### src/rtl/score_window_sequencer.sv
// Streams song ROM notes into a WINDOW-deep look-ahead window, one note per tempo beat.
// Optional feature macro SCORE_LOOP_EN: seamless song looping (loop input, loop_count output).
module score_window_sequencer #(
  parameter int NOTE_W  = 4,
  parameter int WINDOW  = 16,
  parameter int ADDR_W  = 8,
  parameter int SONG_W  = 2,
  parameter int TEMPO_W = 26,
  parameter logic [NOTE_W-1:0] END_CODE  = {NOTE_W{1'b1}},
  parameter logic [NOTE_W-1:0] REST_CODE = '0
) (
  input  logic                     clk,
  input  logic                     reset,
  input  logic                     start,
  input  logic [SONG_W-1:0]        song_id,
  input  logic [TEMPO_W-1:0]       tempo_in,
  input  logic                     pause,
  output logic [SONG_W-1:0]        rom_song,
  output logic [ADDR_W-1:0]        rom_addr,
  input  logic [NOTE_W-1:0]        rom_data,
`ifdef SCORE_LOOP_EN
  input  logic                     loop,
  output logic [7:0]               loop_count,
`endif
  output logic [NOTE_W*WINDOW-1:0] window_out,
  output logic                     beat,
  output logic [ADDR_W-1:0]        note_index,
  output logic                     busy,
  output logic                     song_done
);

  localparam int WIN_W = NOTE_W * WINDOW;

  typedef enum logic [2:0] {IDLE, FETCH, WAIT_BEAT, DRAIN, DONE} state_t;

  state_t             state;
  logic [TEMPO_W-1:0] period;
  logic [TEMPO_W-1:0] cnt;
  logic [NOTE_W-1:0]  prefetch;
  logic               fetch_ph;
  logic               end_seen;

  logic               running;
  logic               beat_int;
  logic               shift_en;
  logic               pre_end;
  logic               loop_now;
  logic               loop_evt;
  logic               reach_end;
  logic [NOTE_W-1:0]  ins_note;
  logic [WIN_W-1:0]   shifted;

  // Periods below 4 would let a beat land inside the 2-cycle fetch.
  function automatic logic [TEMPO_W-1:0] clamp_period(input logic [TEMPO_W-1:0] t);
    return (t < TEMPO_W'(4)) ? TEMPO_W'(4) : t;
  endfunction

  function automatic logic [WIN_W-1:0] shift_in(input logic [WIN_W-1:0] w,
                                                input logic [NOTE_W-1:0] n);
    logic [WIN_W-1:0] r;
    r = w >> NOTE_W;
    r[WIN_W-1 -: NOTE_W] = n;
    return r;
  endfunction

  // The last ROM address terminates the song rather than wrapping to address 0.
  function automatic logic [NOTE_W-1:0] wrap_guard(input logic [ADDR_W-1:0] a,
                                                   input logic [NOTE_W-1:0] d);
    return ((a == {ADDR_W{1'b1}}) && (d != END_CODE)) ? END_CODE : d;
  endfunction

`ifdef SCORE_LOOP_EN
  assign loop_now = loop;
`else
  assign loop_now = 1'b0;
`endif

  always_comb begin
    running   = (state == FETCH) || (state == WAIT_BEAT) || (state == DRAIN);
    beat_int  = (cnt == period - TEMPO_W'(1));
    shift_en  = !start && !pause && beat_int && ((state == WAIT_BEAT) || (state == DRAIN));
    pre_end   = (prefetch == END_CODE);
    loop_evt  = (state == WAIT_BEAT) && pre_end && loop_now;
    ins_note  = ((state == WAIT_BEAT) && !loop_evt) ? prefetch : REST_CODE;
    shifted   = shift_in(window_out, ins_note);
    reach_end = (shifted[NOTE_W-1:0] == END_CODE) &&
                (end_seen || ((state == WAIT_BEAT) && pre_end && !loop_now));
  end

  always_ff @(posedge clk or posedge reset) begin
    if (reset) begin
      state      <= IDLE;
      window_out <= {WINDOW{REST_CODE}};
      rom_addr   <= '0;
      rom_song   <= '0;
      note_index <= '0;
      cnt        <= '0;
      period     <= TEMPO_W'(4);
      fetch_ph   <= 1'b0;
      end_seen   <= 1'b0;
      beat       <= 1'b0;
      busy       <= 1'b0;
      song_done  <= 1'b0;
    end else if (start) begin
      state      <= FETCH;
      window_out <= {WINDOW{REST_CODE}};
      rom_addr   <= '0;
      rom_song   <= song_id;
      note_index <= '0;
      cnt        <= '0;
      period     <= clamp_period(tempo_in);
      fetch_ph   <= 1'b0;
      end_seen   <= 1'b0;
      beat       <= 1'b0;
      busy       <= 1'b1;
      song_done  <= 1'b0;
    end else begin
      beat <= shift_en;
      if (running && !pause)
        cnt <= beat_int ? '0 : cnt + TEMPO_W'(1);
      // Fetch: phase 0 presents rom_addr, phase 1 sees its data.
      if (state == FETCH) begin
        fetch_ph <= !fetch_ph;
        if (fetch_ph) begin
          rom_addr <= rom_addr + ADDR_W'(1);
          state    <= WAIT_BEAT;
        end
      end
      if (shift_en) begin
        window_out <= shifted;
        if (loop_evt) begin
          rom_addr   <= '0;
          note_index <= '0;
        end else if (state == WAIT_BEAT) begin
          note_index <= note_index + ADDR_W'(1);
        end
        if ((state == WAIT_BEAT) && pre_end && !loop_now)
          end_seen <= 1'b1;
        if (reach_end) begin
          state     <= DONE;
          busy      <= 1'b0;
          song_done <= 1'b1;
        end else if ((state == DRAIN) || (pre_end && !loop_now)) begin
          state <= DRAIN;
        end else begin
          state <= FETCH;
        end
      end
    end
  end

  always_ff @(posedge clk) begin
    if (!reset && !start && (state == FETCH) && fetch_ph)
      prefetch <= wrap_guard(rom_addr, rom_data);
  end

`ifdef SCORE_LOOP_EN
  always_ff @(posedge clk or posedge reset) begin
    if (reset)
      loop_count <= '0;
    else if (shift_en && loop_evt && (loop_count != 8'hFF))
      loop_count <= loop_count + 8'd1;
  end
`endif

endmodule

### config.mk
export PLATFORM = sky130hd
export DESIGN_NAME = score_window_sequencer
export DESIGN_NICKNAME = d
export VERILOG_FILES = /design/src/rtl/score_window_sequencer.sv
export SDC_FILE = /design/constraint.sdc
export NUM_CORES = 1
export LEC_CHECK = 0
export CELL_PAD_IN_SITES_DETAIL_PLACEMENT = 1
export CELL_PAD_IN_SITES_GLOBAL_PLACEMENT = 1
export CORE_UTILIZATION = 35
export DETAILED_ROUTE_END_ITERATION = 8
export PLACE_DENSITY = 0.79
export SYNTH_ARGS = -nofsm -noshare
export SYNTH_HDL_FRONTEND = slang
export SYNTH_SLANG_ARGS = --single-unit
### constraint.sdc
create_clock -name clk -period 13.3 [get_ports clk]
set_input_delay 1.33 -clock clk [delete_from_list [all_inputs] [get_ports clk]]
set_output_delay 1.33 -clock clk [all_outputs]
set_load 0.05 [all_outputs]
==> results of run 1 <==
-- kinds of logic (layout without fill, tap and decap cells) --
kind of cell / after synthesis / after routing / share of synthesized area (%)
AO/OA/AOI/OAI: 106 / 106 / 9.728
XOR/XNOR: 45 / 45 / 5.167
adder cells (fa/ha/maj): 4 / 4 / 0.6562
buffers and inverters: 68 / 176 / 4.281
flip-flops: 146 / 146 / 48.18
multiplexers: 32 / 32 / 4.659
AND/OR/NAND/NOR: 400 / 400 / 27.33
-- area by class of cell --
cell class / count / area share, %
multi-input combinational: 587 / 38.04
sequential: 146 / 38.33
inverter: 18 / 0.7570
tap: 275 / 3.589
timing repair buffer: 126 / 12.95
clock inverter: 15 / 1.892
clock buffer: 17 / 4.437
-- power breakdown --
group / switching (uW) / internal, uW
Combinational: 91.2 / 56.5
Clock: 226 / 271
Sequential: 27.5 / 463
-- cell usage after synthesis (5+ instances only) --
master      n  area share (%)
a21oi_1    16             1.0
nor4_1     20             1.6
nand2_1   100             4.9
dfrtp_1   141              46
o311a_1     8             1.0
xor2_1     23             2.6
a31oi_1    20             1.6
buf_1       9            0.44
nor3_1     20             1.3
xnor2_1    22             2.5
o22ai_1     5            0.41
and2_1      5            0.41
o21ai_0    18             1.2
inv_1      17            0.84
nand4_1    20             1.6
buf_4       5            0.49
or3_1       9            0.74
and3_1     19             1.6
nand3_1   136             8.9
mux2_2     28             4.1
nor2_1     38             1.9
a21o_1      5            0.49
nand2b_1    5            0.41
clkbuf_1   29             1.4
-- metrics by stage --
step,power [uW],util (%)
global placement,640.7,42.32
global route,1176,45.18
CTS,1143,45.18
floorplan,595.2,-
finish,1136,45.18
detailed placement,644.9,42.32
-- cells in the final DEF (no fill, tap or decap), drive strengths merged, types with 21 or more instances in the layout --
cell type / Yosys / routed
a31oi: 21 / 21
clkdlybuf4s50: 0 / 119
dfrtp: 141 / 141
inv: 18 / 28
mux2: 28 / 28
nand2: 100 / 100
nand3: 138 / 138
nand4: 22 / 22
nor2: 38 / 38
nor3: 21 / 21
nor4: 24 / 24
xnor2: 22 / 22
xor2: 23 / 23
-- layer usage --
layer	GRT usage, %	vias to the layer above	routed length (microns)
li1	-	3099	-
met1	26.34	3395	9596
met2	36.34	123	11700
met3	3.750	29	752
met4	7.449	0	395
met5	0	-	0
-- worst min path at each step --
stage	to	slack, ps	depth (start not counted)	from
finish	rom_song[1]	510	1	rom_song[1]
global route	rom_song[1]	530	1	rom_song[1]
CTS	rom_song[1]	510	1	rom_song[1]
detailed placement	busy	500	1	busy
global placement	rom_song[1]	490	1	rom_song[1]
floorplan	cnt[22]	480	1	cnt[22]
-- flip-flops by register name, summed over array words and instances, names as in the netlist --
name        flops
period         26
beat            1
end_seen        1
song_done       1
note_index      8
state           3
fetch_ph        1
busy            1
prefetch        4
window_out     64
cnt            26
rom_addr        8
rom_song        2
-- critical path: stages, from the launching register on --
cell and delay, ps:
dfrtp_1 450, inv_1 110, ha_1 190, nor3b_2 450, and4_1 440, mux2_2 370
nor3_1 400, and3_2 270, buf_4 660, nor2_1 250, a311o_1 360
==> reports/metrics.yaml, run 1 <==
global_routing:
  grt_pass1_wl_mm: 37.13
  grt_overflow_total: 0
  grt_pass1_vias: 6974
  grt_max_degree: 84
  track_usage_pct: 21.09
  antenna_found_initial: 0
sta:
  hold_violations: 0
  rsz0062_at_grt: "false"
  finalWorstSetupSlack_ps: 9205
  relSlewSlack_pct: 31.25
  setup_viol: 0
  slew_violations: 0
  whs_ps: 508.6
  tightest_slew_ps: 1029
  fin_setup_tns_ps: 0
  min_period_ps: 4095
  period_share_pct: 30.79
  fmax_ghz: 0.2442
  fin_skew_ps: 17.41
min_path:
  hold_path_class: "flip-flop to flip-flop"
floorplanning:
  core_sq_um: 21220
  die_h_microns: 149.6
  die_w_microns: 149.6
  die_area_sq_um: 22390
  io_pins: 121
  fp-row-count: 53
  start_util_pct: 35.94
synthesis:
  async_flop_share_pct: 97.26
  avgSynthCellArea_sq_um: 9.522
  synthesis.area_sq_um: 7627
  synth-seq-cells: 146
  ys.flop_type: "dfrtp_1"
  postSynthNetCount: 841
  ys_warn_count: 0
  synth_edf_count: 4
  synthCells: 801
  ys_seq_area_share_pct: 48.18
  ys_types: 67
finish:
  layout-drive-gt1-share_pct: 10.23
  nNetsFinal: 936
  fillers: 2437
  fin_cells: 1184
  regArea_sq_um: 3675
  antennaDiodeCount: 0
  final_cell_area_sq_um: 9587
  multi_input_area_sq_um: 3647
  syn2layout_area_growth_pct: 25.69
detailed_routing:
  routedWlPerCell_microns: 18.96
  dr_total_vias: 6646
  vias_per_cell: 5.613
  dr.pass1.iters: 4
  drt-initial-drc-count: 455
  drt_wl_total_mm: 22.44
  drc_errors: 0
  antenna_left: 0
setup_path:
  crit_required_ps: 13630
  r2r_cells: 10
  startpoint: "period[0]"
  endpoint_kind: "flip-flop"
  reg2reg_slack_ps: 9210
  critical_path_class: "flip-flop to flip-flop"
  start_kind: "flip-flop"
  crit_path_end: "cnt[25]"
  cp.arrival_ps: 4420
  r2r-start: "period[0]"
  reg2reg_to: "cnt[25]"
  path_max_fanout: 81
clock_network:
  post_cts_buffers: 0
  htree_levels: 4
  holdBufCountCts: 0
  clk_pin_slew_ps: 70
  cts.sinks: 146
  cts_resized: 0
  cts-root-buf: "clkbuf_16"
  cts_tree: "built"
  numCtsBuffers: 17
  clock_path_buffers: 2
  insertion_delay_ps: 440
placed_design:
  place_ws_ps: 9236
  portBuffers: 120
  routabilityCongestion: 0.8470
  hpwl_mm: 14.91
  post_dp_cell_area_sq_um: 8980
  place_inst: 1152
run:
  maxCapViolCount: 0
power_and_ir_drop:
  cellPowerDensity_nw_per_um2: 118.5
  p_leak_uw: 0.004136
  ir_drop_uv: 92.26
status:
  status: "completed"
Power figures use the tool's default switching activity.
==> run 2: changes to the inputs <==
- PLACE_DENSITY: 0.79 -> 0.81
- clock period: 13.3 -> 3.5 ns (I/O delays scaled with it)
==> run 2 against run 1 <==
Net effect:
- sequential power rose to 3.8 times the previous value
- worst hold slack got worse by 160 ps
- first-iteration DRC count fell by 11%
- design area rose by 2.3%
- non-clock buffer count rose by 20
- utilization rose by 1.1 points
- sequential cell count did not move
- critical path depth rose by 2
- clock skew rose by 5.2 ps
- largest power group is now registers
- count of clock-buffer cells in the layout rose by 1
- routed wire length rose by 1.5%
==> reports/metrics.yaml, run 2 (synthesized netlist as in run 1, its figures left out) <==
clock_network:
  cts_tree: "built"
  insertion_delay_ps: 440
  cts_resized: 0
  clock_path_buffers: 2
  holdBufCountCts: 0
  cts.sinks: 146
  htree_levels: 4
  numCtsBuffers: 17
  cts-root-buf: "clkbuf_16"
  post_cts_buffers: 0
  clk_pin_slew_ps: 70
global_routing:
  grt_max_degree: 143
  grt_pass1_wl_mm: 37.52
  grt_overflow_total: 0
  track_usage_pct: 21.28
  grt_pass1_vias: 7104
  antenna_found_initial: 0
floorplanning:
  die_w_microns: 149.6
  io_pins: 121
  die_area_sq_um: 22390
  core_sq_um: 21220
  start_util_pct: 35.94
  die_h_microns: 149.6
  fp-row-count: 53
placed_design:
  portBuffers: 120
  hpwl_mm: 15.35
  routabilityCongestion: 0.8415
  post_dp_cell_area_sq_um: 9204
detailed_routing:
  drc_errors: 0
  drt-initial-drc-count: 407
  dr_total_vias: 6759
  dr.pass1.iters: 4
  routedWlPerCell_microns: 18.91
  drt_wl_total_mm: 22.77
  vias_per_cell: 5.614
  antenna_left: 0
setup_path:
  cp.arrival_ps: 3670
  start_kind: "flip-flop"
  crit_required_ps: 3860
  r2r_cells: 12
  reg2reg_slack_ps: 190
  path_max_fanout: 33
  endpoint_kind: "flip-flop"
  r2r-start: "period[0]"
  reg2reg_to: "window_out[16]"
  critical_path_class: "flip-flop to flip-flop"
run:
  maxCapViolCount: 0
sta:
  rsz0062_at_grt: "false"
  fmax_ghz: 0.3019
  relSlewSlack_pct: 40.87
  hold_violations: 0
  min_period_ps: 3312
  tightest_slew_ps: 883.6
  fin_setup_tns_ps: 0
  slew_violations: 0
  fin_skew_ps: 22.64
  setup_viol: 0
  period_share_pct: 94.63
min_path:
  holdPathStages: 2
  hold_path_class: "input pin to flip-flop"
  holdPathEnd: "fetch_ph"
  min_from: "start"
finish:
  nNetsFinal: 956
  multi_input_area_sq_um: 3655
  mostFrequentLayoutCell: "dfrtp_1"
  regArea_sq_um: 3675
  top_regs: "window_out: 64 flops, cnt: 26 flops, period: 26 flops"
  antennaDiodeCount: 0
  mostFrequentLayoutCells: "dfrtp_1 (141), nand3_1 (136), clkdlybuf4s50_1 (119), nand2_1 (100), nor2_1 (38)"
  largest_register: "window_out"
  fillers: 2425
  syn2layout_area_growth_pct: 28.64
  layout-drive-gt1-share_pct: 12.27
  largest_reg_flops: 64
  final_cell_area_sq_um: 9812
power_and_ir_drop:
  ir_drop_uv: 320.3
  p_leak_uw: 0.004247
  cellPowerDensity_nw_per_um2: 438.2
status:
  status: "completed"
==> run 2: worst max path at each step <==
| stage | from | endpoint | slack, ps | depth (start not counted) |
|---|---|---|---|---|
| floorplan | reset | prefetch[0] | 210 | 2 |
| global placement | period[0] | note_index[6] | 310 | 10 |
| detailed placement | period[0] | note_index[6] | 190 | 10 |
| CTS | period[0] | note_index[6] | 160 | 10 |
| global route | period[0] | note_index[6] | 1 | 10 |
| finish | period[0] | window_out[16] | 190 | 12 |
==> run 2: report_power, final <==
part	total, uW	leakage (uW)	internal [uW]	switching [uW]
clock	1860	0.000290	1030	828
sequential	1860	0.00194	1760	102
combinational	575	0.00201	222	353
==> run 2: final cells by class <==
type | count | share of cell area (%)
sequential | 146 | 37.45
clock inverter | 14 | 1.645
clock buffer | 18 | 4.476
tap | 275 | 3.507
timing repair buffer | 146 | 14.95
inverter | 18 | 0.7269
multi-input combinational | 587 | 37.25
==> run 2: through the flow <==
step           worst slack [ps]  std cells  util, %  hold WS, ps  power [uW]
4_1_cts                   162.3       1204    46.20        353.7        4338
3_3_place_gp              314.0       1172    43.37        464.4        2440
6_report                  187.8       1204    46.24        353.4        4300
3_5_place_dp              192.5       1172    43.37        493.1        2461
2_1_floorplan             207.9        801        -        471.0        2262
5_1_grt                  0.9850       1204    46.24        387.6        4468
==> run 2: routing by layer <==
metal  vias to the layer above  GRT usage [%]  routed length [microns]  share of wire [%]
li1                       3145              -                        -                  -
met1                      3473          27.21                    10130                 44
met2                       111          36.39                    11620                 51
met3                        30          3.659                      647                2.8
met4                         0          6.684                      379                1.7
met5                         -              0                        0                  0
==> run 2: critical path, stage by stage (launching register included) <==
cell and delay, ps:
dfrtp_1 440, inv_1 110, ha_1 230, or3b_1 430, nor3_1 280, o211ai_1 170, a2111o_1 470, nor4_4 160
and3_2 330, buf_12 240, buf_12 150, nand3_1 90, nand2_1 110
